[config.mk]
export PLATFORM = sky130hd
export DESIGN_NAME = fibonacci_seq_flat
export DESIGN_NICKNAME = d
export VERILOG_FILES = /design/src/rtl/fibonacci_seq_pkg.sv /design/src/rtl/fibonacci_seq_if.sv /design/src/rtl/fibonacci_step.sv /design/src/rtl/fibonacci_seq.sv /design/src/flat_wrapper.sv
export SDC_FILE = /design/constraint.sdc
export NUM_CORES = 1
export LEC_CHECK = 0
export CAP_MARGIN = 20
export CORE_MARGIN = 10
export CORE_UTILIZATION = 51
export CTS_CLUSTER_DIAMETER = 100
export CTS_CLUSTER_SIZE = 30
export DETAILED_ROUTE_END_ITERATION = 16
export PLACE_DENSITY = 0.81
export SETUP_SLACK_MARGIN = 0.3
export SLEW_MARGIN = 20
export SYNTH_ARGS = -nofsm -noshare
export SYNTH_HDL_FRONTEND = slang
export SYNTH_SLANG_ARGS = --single-unit
[constraint.sdc]
create_clock -name i_Clock -period 3 [get_ports i_Clock]
set_input_delay 0.3 -clock i_Clock [delete_from_list [all_inputs] [get_ports i_Clock]]
set_output_delay 0.3 -clock i_Clock [all_outputs]
set_load 0.05 [all_outputs]
[src/rtl/fibonacci_seq_pkg.sv]
`default_nettype none
// +----------------------------------------------------------------------+
// | fibonacci_seq_pkg: shared state encoding and the carry-aware adder.  |
// | Revision: 1.0                                                        |
// +----------------------------------------------------------------------+
package fibonacci_seq_pkg;

    localparam int c_MAX_WIDTH = 64;

    typedef enum logic [0:0] {
        IDLE = 1'b0,
        RUN  = 1'b1
    } state_t;

    // Callers zero-extend narrower operands; bit WIDTH of the result is then their carry.
    function automatic logic [c_MAX_WIDTH:0] fib_add(
        input logic [c_MAX_WIDTH-1:0] a,
        input logic [c_MAX_WIDTH-1:0] b
    );
        return {1'b0, a} + {1'b0, b};
    endfunction

endpackage
`default_nettype wire

[src/rtl/fibonacci_seq_if.sv]
`default_nettype none
// +----------------------------------------------------------------------+
// | fibonacci_seq_if: start/seed request and term stream bundle.         |
// | Revision: 1.0                                                        |
// +----------------------------------------------------------------------+
interface fibonacci_seq_if #(
    parameter int WIDTH       = 16,
    parameter int COUNT_WIDTH = 6
);
    logic                   i_Start;
    logic [WIDTH-1:0]       i_Seed0;
    logic [WIDTH-1:0]       i_Seed1;
    logic [COUNT_WIDTH-1:0] i_Length;
    logic                   i_Ready;
    logic                   o_Busy;
    logic                   o_Valid;
    logic [WIDTH-1:0]       o_Value;
    logic [COUNT_WIDTH-1:0] o_Index;
    logic                   o_Last;
    logic                   o_Overflow;

    modport slave (
        input  i_Start, i_Seed0, i_Seed1, i_Length, i_Ready,
        output o_Busy, o_Valid, o_Value, o_Index, o_Last, o_Overflow
    );

    modport master (
        output i_Start, i_Seed0, i_Seed1, i_Length, i_Ready,
        input  o_Busy, o_Valid, o_Value, o_Index, o_Last, o_Overflow
    );
endinterface
`default_nettype wire

[src/rtl/fibonacci_step.sv]
`default_nettype none
// +----------------------------------------------------------------------+
// | fibonacci_step: cur/nxt term pair with sticky wrap flag on nxt.      |
// | Revision: 1.0                                                        |
// +----------------------------------------------------------------------+
module fibonacci_step
    import fibonacci_seq_pkg::*;
#(
    parameter int WIDTH = 16
) (
    input  wire logic             clk_i,
    input  wire logic             rst_i,
    input  wire logic             load_i,
    input  wire logic             advance_i,
    input  wire logic [WIDTH-1:0] seed0_i,
    input  wire logic [WIDTH-1:0] seed1_i,
    output logic      [WIDTH-1:0] cur_o,
    output logic                  nxt_ovf_o
);

    logic [WIDTH-1:0] cur_q, cur_d;
    logic [WIDTH-1:0] nxt_q, nxt_d;
    logic             nxt_ovf_q, nxt_ovf_d;
    logic [WIDTH:0]   sum_w;

    assign sum_w = (WIDTH+1)'(fib_add(c_MAX_WIDTH'(cur_q), c_MAX_WIDTH'(nxt_q)));

    always_comb begin
        cur_d     = cur_q;
        nxt_d     = nxt_q;
        nxt_ovf_d = nxt_ovf_q;
        if (load_i) begin
            cur_d     = seed0_i;
            nxt_d     = seed1_i;
            nxt_ovf_d = 1'b0;
        end else if (advance_i) begin
            cur_d     = nxt_q;
            nxt_d     = sum_w[WIDTH-1:0];
            nxt_ovf_d = nxt_ovf_q | sum_w[WIDTH];
        end
    end

    always_ff @(posedge clk_i) begin
        if (rst_i) begin
            cur_q     <= '0;
            nxt_q     <= '0;
            nxt_ovf_q <= 1'b0;
        end else begin
            cur_q     <= cur_d;
            nxt_q     <= nxt_d;
            nxt_ovf_q <= nxt_ovf_d;
        end
    end

    assign cur_o     = cur_q;
    assign nxt_ovf_o = nxt_ovf_q;

endmodule
`default_nettype wire

[src/rtl/fibonacci_seq.sv]
`default_nettype none
// +----------------------------------------------------------------------+
// | fibonacci_seq: restartable Fibonacci-type term stream (valid/ready). |
// | Option macro: FIBONACCI_SEQ_STOP_ON_OVERFLOW_EN ends run before wrap.|
// | Revision: 1.0                                                        |
// +----------------------------------------------------------------------+
module fibonacci_seq
    import fibonacci_seq_pkg::*;
#(
    parameter int WIDTH       = 16,
    parameter int COUNT_WIDTH = 6
) (
    input  wire logic      i_Clock,
    input  wire logic      i_Reset,
    fibonacci_seq_if.slave stream
);

    state_t                 state_q, state_d;
    logic [COUNT_WIDTH-1:0] idx_q, idx_d;
    logic [COUNT_WIDTH-1:0] len_q, len_d;
    logic                   ovf_q, ovf_d;

    logic [WIDTH-1:0]       cur_w;
    logic                   nxt_ovf_w;
    logic [COUNT_WIDTH-1:0] len_m1_w;
    logic                   count_last_w;
    logic                   last_w;
    logic                   load_w;
    logic                   xfer_w;
    logic                   advance_w;

    assign len_m1_w     = len_q - COUNT_WIDTH'(1);
    assign count_last_w = (idx_q == len_m1_w);

`ifdef FIBONACCI_SEQ_STOP_ON_OVERFLOW_EN
    // A pending wrap in nxt makes the presented term the final one.
    assign last_w = (state_q == RUN) && (count_last_w || nxt_ovf_w);
`else
    assign last_w = (state_q == RUN) && count_last_w;
`endif

    assign load_w    = (state_q == IDLE) && stream.i_Start && (stream.i_Length != '0);
    assign xfer_w    = (state_q == RUN) && stream.i_Ready;
    assign advance_w = xfer_w && !last_w;

    fibonacci_step #(
        .WIDTH (WIDTH)
    ) u_step (
        .clk_i     (i_Clock),
        .rst_i     (i_Reset),
        .load_i    (load_w),
        .advance_i (advance_w),
        .seed0_i   (stream.i_Seed0),
        .seed1_i   (stream.i_Seed1),
        .cur_o     (cur_w),
        .nxt_ovf_o (nxt_ovf_w)
    );

    always_comb begin
        state_d = state_q;
        idx_d   = idx_q;
        len_d   = len_q;
        ovf_d   = ovf_q;
        case (state_q)
            IDLE: begin
                if (load_w) begin
                    state_d = RUN;
                    idx_d   = '0;
                    len_d   = stream.i_Length;
                    ovf_d   = 1'b0;
                end
            end
            RUN: begin
                if (xfer_w) begin
                    if (last_w) begin
                        state_d = IDLE;
                    end else begin
                        idx_d = idx_q + COUNT_WIDTH'(1);
                        // The term about to be presented is the old nxt.
                        ovf_d = ovf_q | nxt_ovf_w;
                    end
                end
            end
            default: state_d = IDLE;
        endcase
    end

    always_ff @(posedge i_Clock) begin
        if (i_Reset) begin
            state_q <= IDLE;
            idx_q   <= '0;
            len_q   <= '0;
            ovf_q   <= 1'b0;
        end else begin
            state_q <= state_d;
            idx_q   <= idx_d;
            len_q   <= len_d;
            ovf_q   <= ovf_d;
        end
    end

    assign stream.o_Busy     = (state_q == RUN);
    assign stream.o_Valid    = (state_q == RUN);
    assign stream.o_Value    = cur_w;
    assign stream.o_Index    = idx_q;
    assign stream.o_Last     = last_w;
    assign stream.o_Overflow = ovf_q;

endmodule
`default_nettype wire
[src/flat_wrapper.sv]
// flat-port wrapper written by rule: the top's interface ports become plain ports
module fibonacci_seq_flat import fibonacci_seq_pkg::*;
#(
    parameter int WIDTH       = 16,
    parameter int COUNT_WIDTH = 6
)
  (i_Clock, i_Reset, stream_i_Start, stream_i_Seed0, stream_i_Seed1, stream_i_Length, stream_i_Ready, stream_o_Busy, stream_o_Valid, stream_o_Value, stream_o_Index, stream_o_Last, stream_o_Overflow);
  fibonacci_seq_if #(.WIDTH(WIDTH), .COUNT_WIDTH(COUNT_WIDTH)) stream_i ();
  input  wire logic i_Clock;
  input  wire logic i_Reset;
  input wire logic [$bits(stream_i.i_Start)-1:0] stream_i_Start;
  input wire logic [$bits(stream_i.i_Seed0)-1:0] stream_i_Seed0;
  input wire logic [$bits(stream_i.i_Seed1)-1:0] stream_i_Seed1;
  input wire logic [$bits(stream_i.i_Length)-1:0] stream_i_Length;
  input wire logic [$bits(stream_i.i_Ready)-1:0] stream_i_Ready;
  output wire logic [$bits(stream_i.o_Busy)-1:0] stream_o_Busy;
  output wire logic [$bits(stream_i.o_Valid)-1:0] stream_o_Valid;
  output wire logic [$bits(stream_i.o_Value)-1:0] stream_o_Value;
  output wire logic [$bits(stream_i.o_Index)-1:0] stream_o_Index;
  output wire logic [$bits(stream_i.o_Last)-1:0] stream_o_Last;
  output wire logic [$bits(stream_i.o_Overflow)-1:0] stream_o_Overflow;
  assign stream_i.i_Start = stream_i_Start;
  assign stream_i.i_Seed0 = stream_i_Seed0;
  assign stream_i.i_Seed1 = stream_i_Seed1;
  assign stream_i.i_Length = stream_i_Length;
  assign stream_i.i_Ready = stream_i_Ready;
  assign stream_o_Busy = stream_i.o_Busy;
  assign stream_o_Valid = stream_i.o_Valid;
  assign stream_o_Value = stream_i.o_Value;
  assign stream_o_Index = stream_i.o_Index;
  assign stream_o_Last = stream_i.o_Last;
  assign stream_o_Overflow = stream_i.o_Overflow;
  fibonacci_seq #(.WIDTH(WIDTH), .COUNT_WIDTH(COUNT_WIDTH)) u_core (.i_Clock(i_Clock), .i_Reset(i_Reset), .stream(stream_i));
endmodule
==> results_dict.tcl <==
set metrics [dict create \
    p_per_area_mw_per_mm2 464 \
    path_delay_family "simple AND/OR/NAND/NOR gates" \
    grt.total_usage_pct 17.8 \
    cp-start-kind "flip-flop" \
    synth-seq-cells 47 \
    fin_crit_sh_pct 90.9 \
    firstDrtPassIters 4 \
    clockBufferDepth 2 \
    die_w_um 96.0 \
    synth_cell_type_count 54 \
    crit_type "flip-flop to flip-flop" \
    wl_met3_um 512 \
    clk_latency_ns 0.30 \
    drive_gt1_share_pct 7.71 \
    slew_violations 0 \
    area_delta_synth_final_pct 32.4 \
    synth-edff-count 0 \
    final_area_mm2 0.00390 \
    final_nets 488 \
    fin_cells 500 \
    place_congestion 0.852 \
    antenna_cells 0 \
    grt_max_degree 37 \
    ir_drop_v 0.000353 \
    dieArea_mm2 0.00921 \
    relSlewSlack_pct 62.8 \
    path_cells "or4_1 -> o21ai_0 -> a2111oi_4 -> buf_4 -> o211a_4 -> buf_12 -> or4_1 -> a21boi_1" \
    maxCapViolCount 0 \
    crit_fanout 18 \
    viasPerCell 5.95 \
    core-area_mm2 0.00554 \
    wirelength_um 8590 \
    clock_tree.root_cell "clkbuf_8" \
    die_h_um 96.0 \
    netlist_area_mm2 0.00294 \
    worst_slew_pin_slew_ns 0.556 \
    hp-class "flip-flop to flip-flop" \
    pin_count 68 \
    syn_area_per_cell_um2 8.08 \
    routedLengthMet1_um 3780 \
    p_leak_nw 1.48 \
    fin_crit_ns 2.73 \
    async_flop_share_pct 0 \
    hold_viol 0 \
    nFillCells 437 \
    setup_violations 0 \
    cts_sinks 47 \
    cts_tree "done" \
    fin_setup_tns_ns 0 \
    antenna_found_initial 0 \
    grt.overflow.total 0 \
    numCtsBuffers 5 \
    max_freq_ghz 0.367 \
    register_area_um2 941 \
    start_util_pct 53.1 \
    wl_met2_um 4200 \
    h-tree-depth 2 \
    drt-initial-drc-count 193 \
    place_area_mm2 0.00368 \
    postRouteAntennaNets 0 \
    fp-row-count 27 \
    netlist_instances 364 \
    clk_pin_slew_worst_paths_ns 0.09 \
    vias 2975 \
    grt_pass1_wl_um 13400 \
    yosys_warnings 0 \
    routedWlPerCell_um 17.2 \
    dp.cells 487 \
    synth_nets 425 \
    crit_buf_inv 2 \
    status "finished clean" \
    hpwl_um 6090 \
    crit_path_end_kind "flip-flop" \
    finClkSkew_ns 0.00668 \
    ys.flop_type "dfxtp_1" \
    io_buffers 67 \
    crit_required_ns 3.24 \
    cpMostUsedCell "or4_1" \
    drcViolationCount 0 \
    rsz0062_at_grt "yes" \
    ys_seq_area_share_pct 32.0 \
    arrival_ns 2.96 \
    worst_path_max_delay_cell "or4_1" \
    grt_pass1_vias 2816 \
    slowest_delay_ns 0.56 \
    multi_input_area_mm2 0.00188 \
    routed.top_layer "met4" \
]
-- through the flow --
stage | total power [W] | hold slack, ns | setup WS [ns] | utilization (%)
2_1_floorplan | 0.00108 | 0.401 | 0.392 | -
4_1_cts | 0.00179 | 0.477 | 0.209 | 68.8
3_5_place_dp | 0.00124 | 0.455 | 0.235 | 66.4
3_3_place_gp | 0.00123 | 0.450 | 0.337 | 66.4
5_1_grt | 0.00189 | 0.500 | 0.230 | 70.3
6_report | 0.00181 | 0.471 | 0.273 | 70.3
-- placed cells by master, fill, tap and decap left out, types with 2 or more instances in the layout --
cell type / n
xnor2_1: 14
a21oi_1: 43
buf_12: 2
xor2_1: 3
a31oi_1: 6
o41ai_1: 3
nor3b_1: 2
a221oi_1: 2
clkdlybuf4s50_1: 66
dfxtp_1: 47
nand2_1: 47
nor2_1: 19
o21a_1: 5
o31ai_1: 5
a31o_2: 2
bufinv_16: 2
clkbuf_8: 5
inv_1: 10
mux2i_1: 3
nand4_1: 4
nand2b_1: 6
nand3_1: 9
a211oi_1: 3
or2_2: 2
a311oi_1: 3
and3_1: 5
nor2b_1: 3
a22oi_1: 19
nor3_1: 6
or4_1: 3
ha_1: 18
a211o_1: 2
o21ai_0: 17
buf_4: 10
a21o_1: 5
-- timing repair --
action / 4_1_cts / 5_1_grt
setup endpoints to repair: 9 / 23
hold buffers: 0 / 0
gates cloned: 0 / 1
buffers inserted: 0 / 4
resized for setup: 0 / 5
pin swaps: 0 / 2
-- power breakdown --
part	leakage [nW]	switching [W]	total (W)	internal, W
Sequential	0.386	0.0000451	0.000713	0.000668
Clock	0.0654	0.000220	0.000553	0.000333
Combinational	1.03	0.000308	0.000544	0.000236
Total	1.48	0.000573	0.00181	0.00124
-- flip-flops by register name (all words and copies together), names as in the netlist --
register / count
u_core.stream.o_Busy: 1
u_core.len_q: 6
u_core.stream.o_Index: 6
u_core.u_step.nxt_ovf_o: 1
u_core.u_step.cur_o: 16
u_core.stream.o_Overflow: 1
u_core.u_step.nxt_q: 16
-- synthesized netlist by cell type, drive strengths merged, types with 4 or more instances --
| cell type | number | area share [%] |
|---|---|---|
| buf | 8 | 2.3 |
| clkbuf | 16 | 2.0 |
| dfxtp | 47 | 32 |
| a21oi | 44 | 7.6 |
| inv | 10 | 1.3 |
| nand4 | 4 | 0.85 |
| nand2 | 47 | 6.0 |
| o31ai | 6 | 1.5 |
| nand2b | 6 | 1.3 |
| a31oi | 7 | 1.5 |
| ha | 18 | 7.7 |
| xnor2 | 14 | 4.2 |
| o21a | 5 | 1.3 |
| and3 | 6 | 1.3 |
| o21ai | 18 | 3.1 |
| nor3 | 6 | 1.0 |
| a22oi | 19 | 4.8 |
| a21o | 5 | 1.3 |
| nand3 | 9 | 1.5 |
| nor2 | 19 | 2.4 |
-- layer usage --
layer / global-route usage [%] / up-vias
li1: - / 1467
met1: 22.3 / 1405
met2: 30.1 / 94
met3: 3.66 / 9
met4: 5.65 / 0
met5: 0 / -
-- worst paths after layout --
kind / slack, ns / cells after the start / startpoint / end
hold / removal: 0.47 / 1 / u_core.stream.o_Overflow / u_core.stream.o_Overflow
setup reg to reg: 0.27 / 8 / u_core.len_q[0] / u_core.stream.o_Index[5]
setup / recovery: 0.27 / 8 / u_core.len_q[0] / u_core.stream.o_Index[5]
hold reg to reg: 0.47 / 1 / u_core.stream.o_Overflow / u_core.stream.o_Overflow
-- logic make-up after synthesis --
| logic type | count (synthesis) | synth area share, % |
|---|---|---|
| muxes | 3 | 1.02 |
| DFF | 47 | 32.0 |
| and+or+nand+nor | 110 | 17.6 |
| adders and majority gates | 19 | 8.33 |
| buffers and inverters | 34 | 5.61 |
| AOI/OAI and AO/OA | 134 | 30.4 |
| xor gates and xnor gates | 17 | 5.06 |
-- area by class of cell --
| cell class | count | area share (%) |
|---|---|---|
| Inverter | 10 | 0.963 |
| Clock inverter | 2 | 1.54 |
| Clock buffer | 6 | 1.86 |
| Sequential cell | 47 | 24.1 |
| Timing Repair Buffer | 80 | 20.8 |
| Tap cell | 72 | 2.31 |
| Multi-Input combinational cell | 283 | 48.3 |
Power figures use the tool's default switching activity.
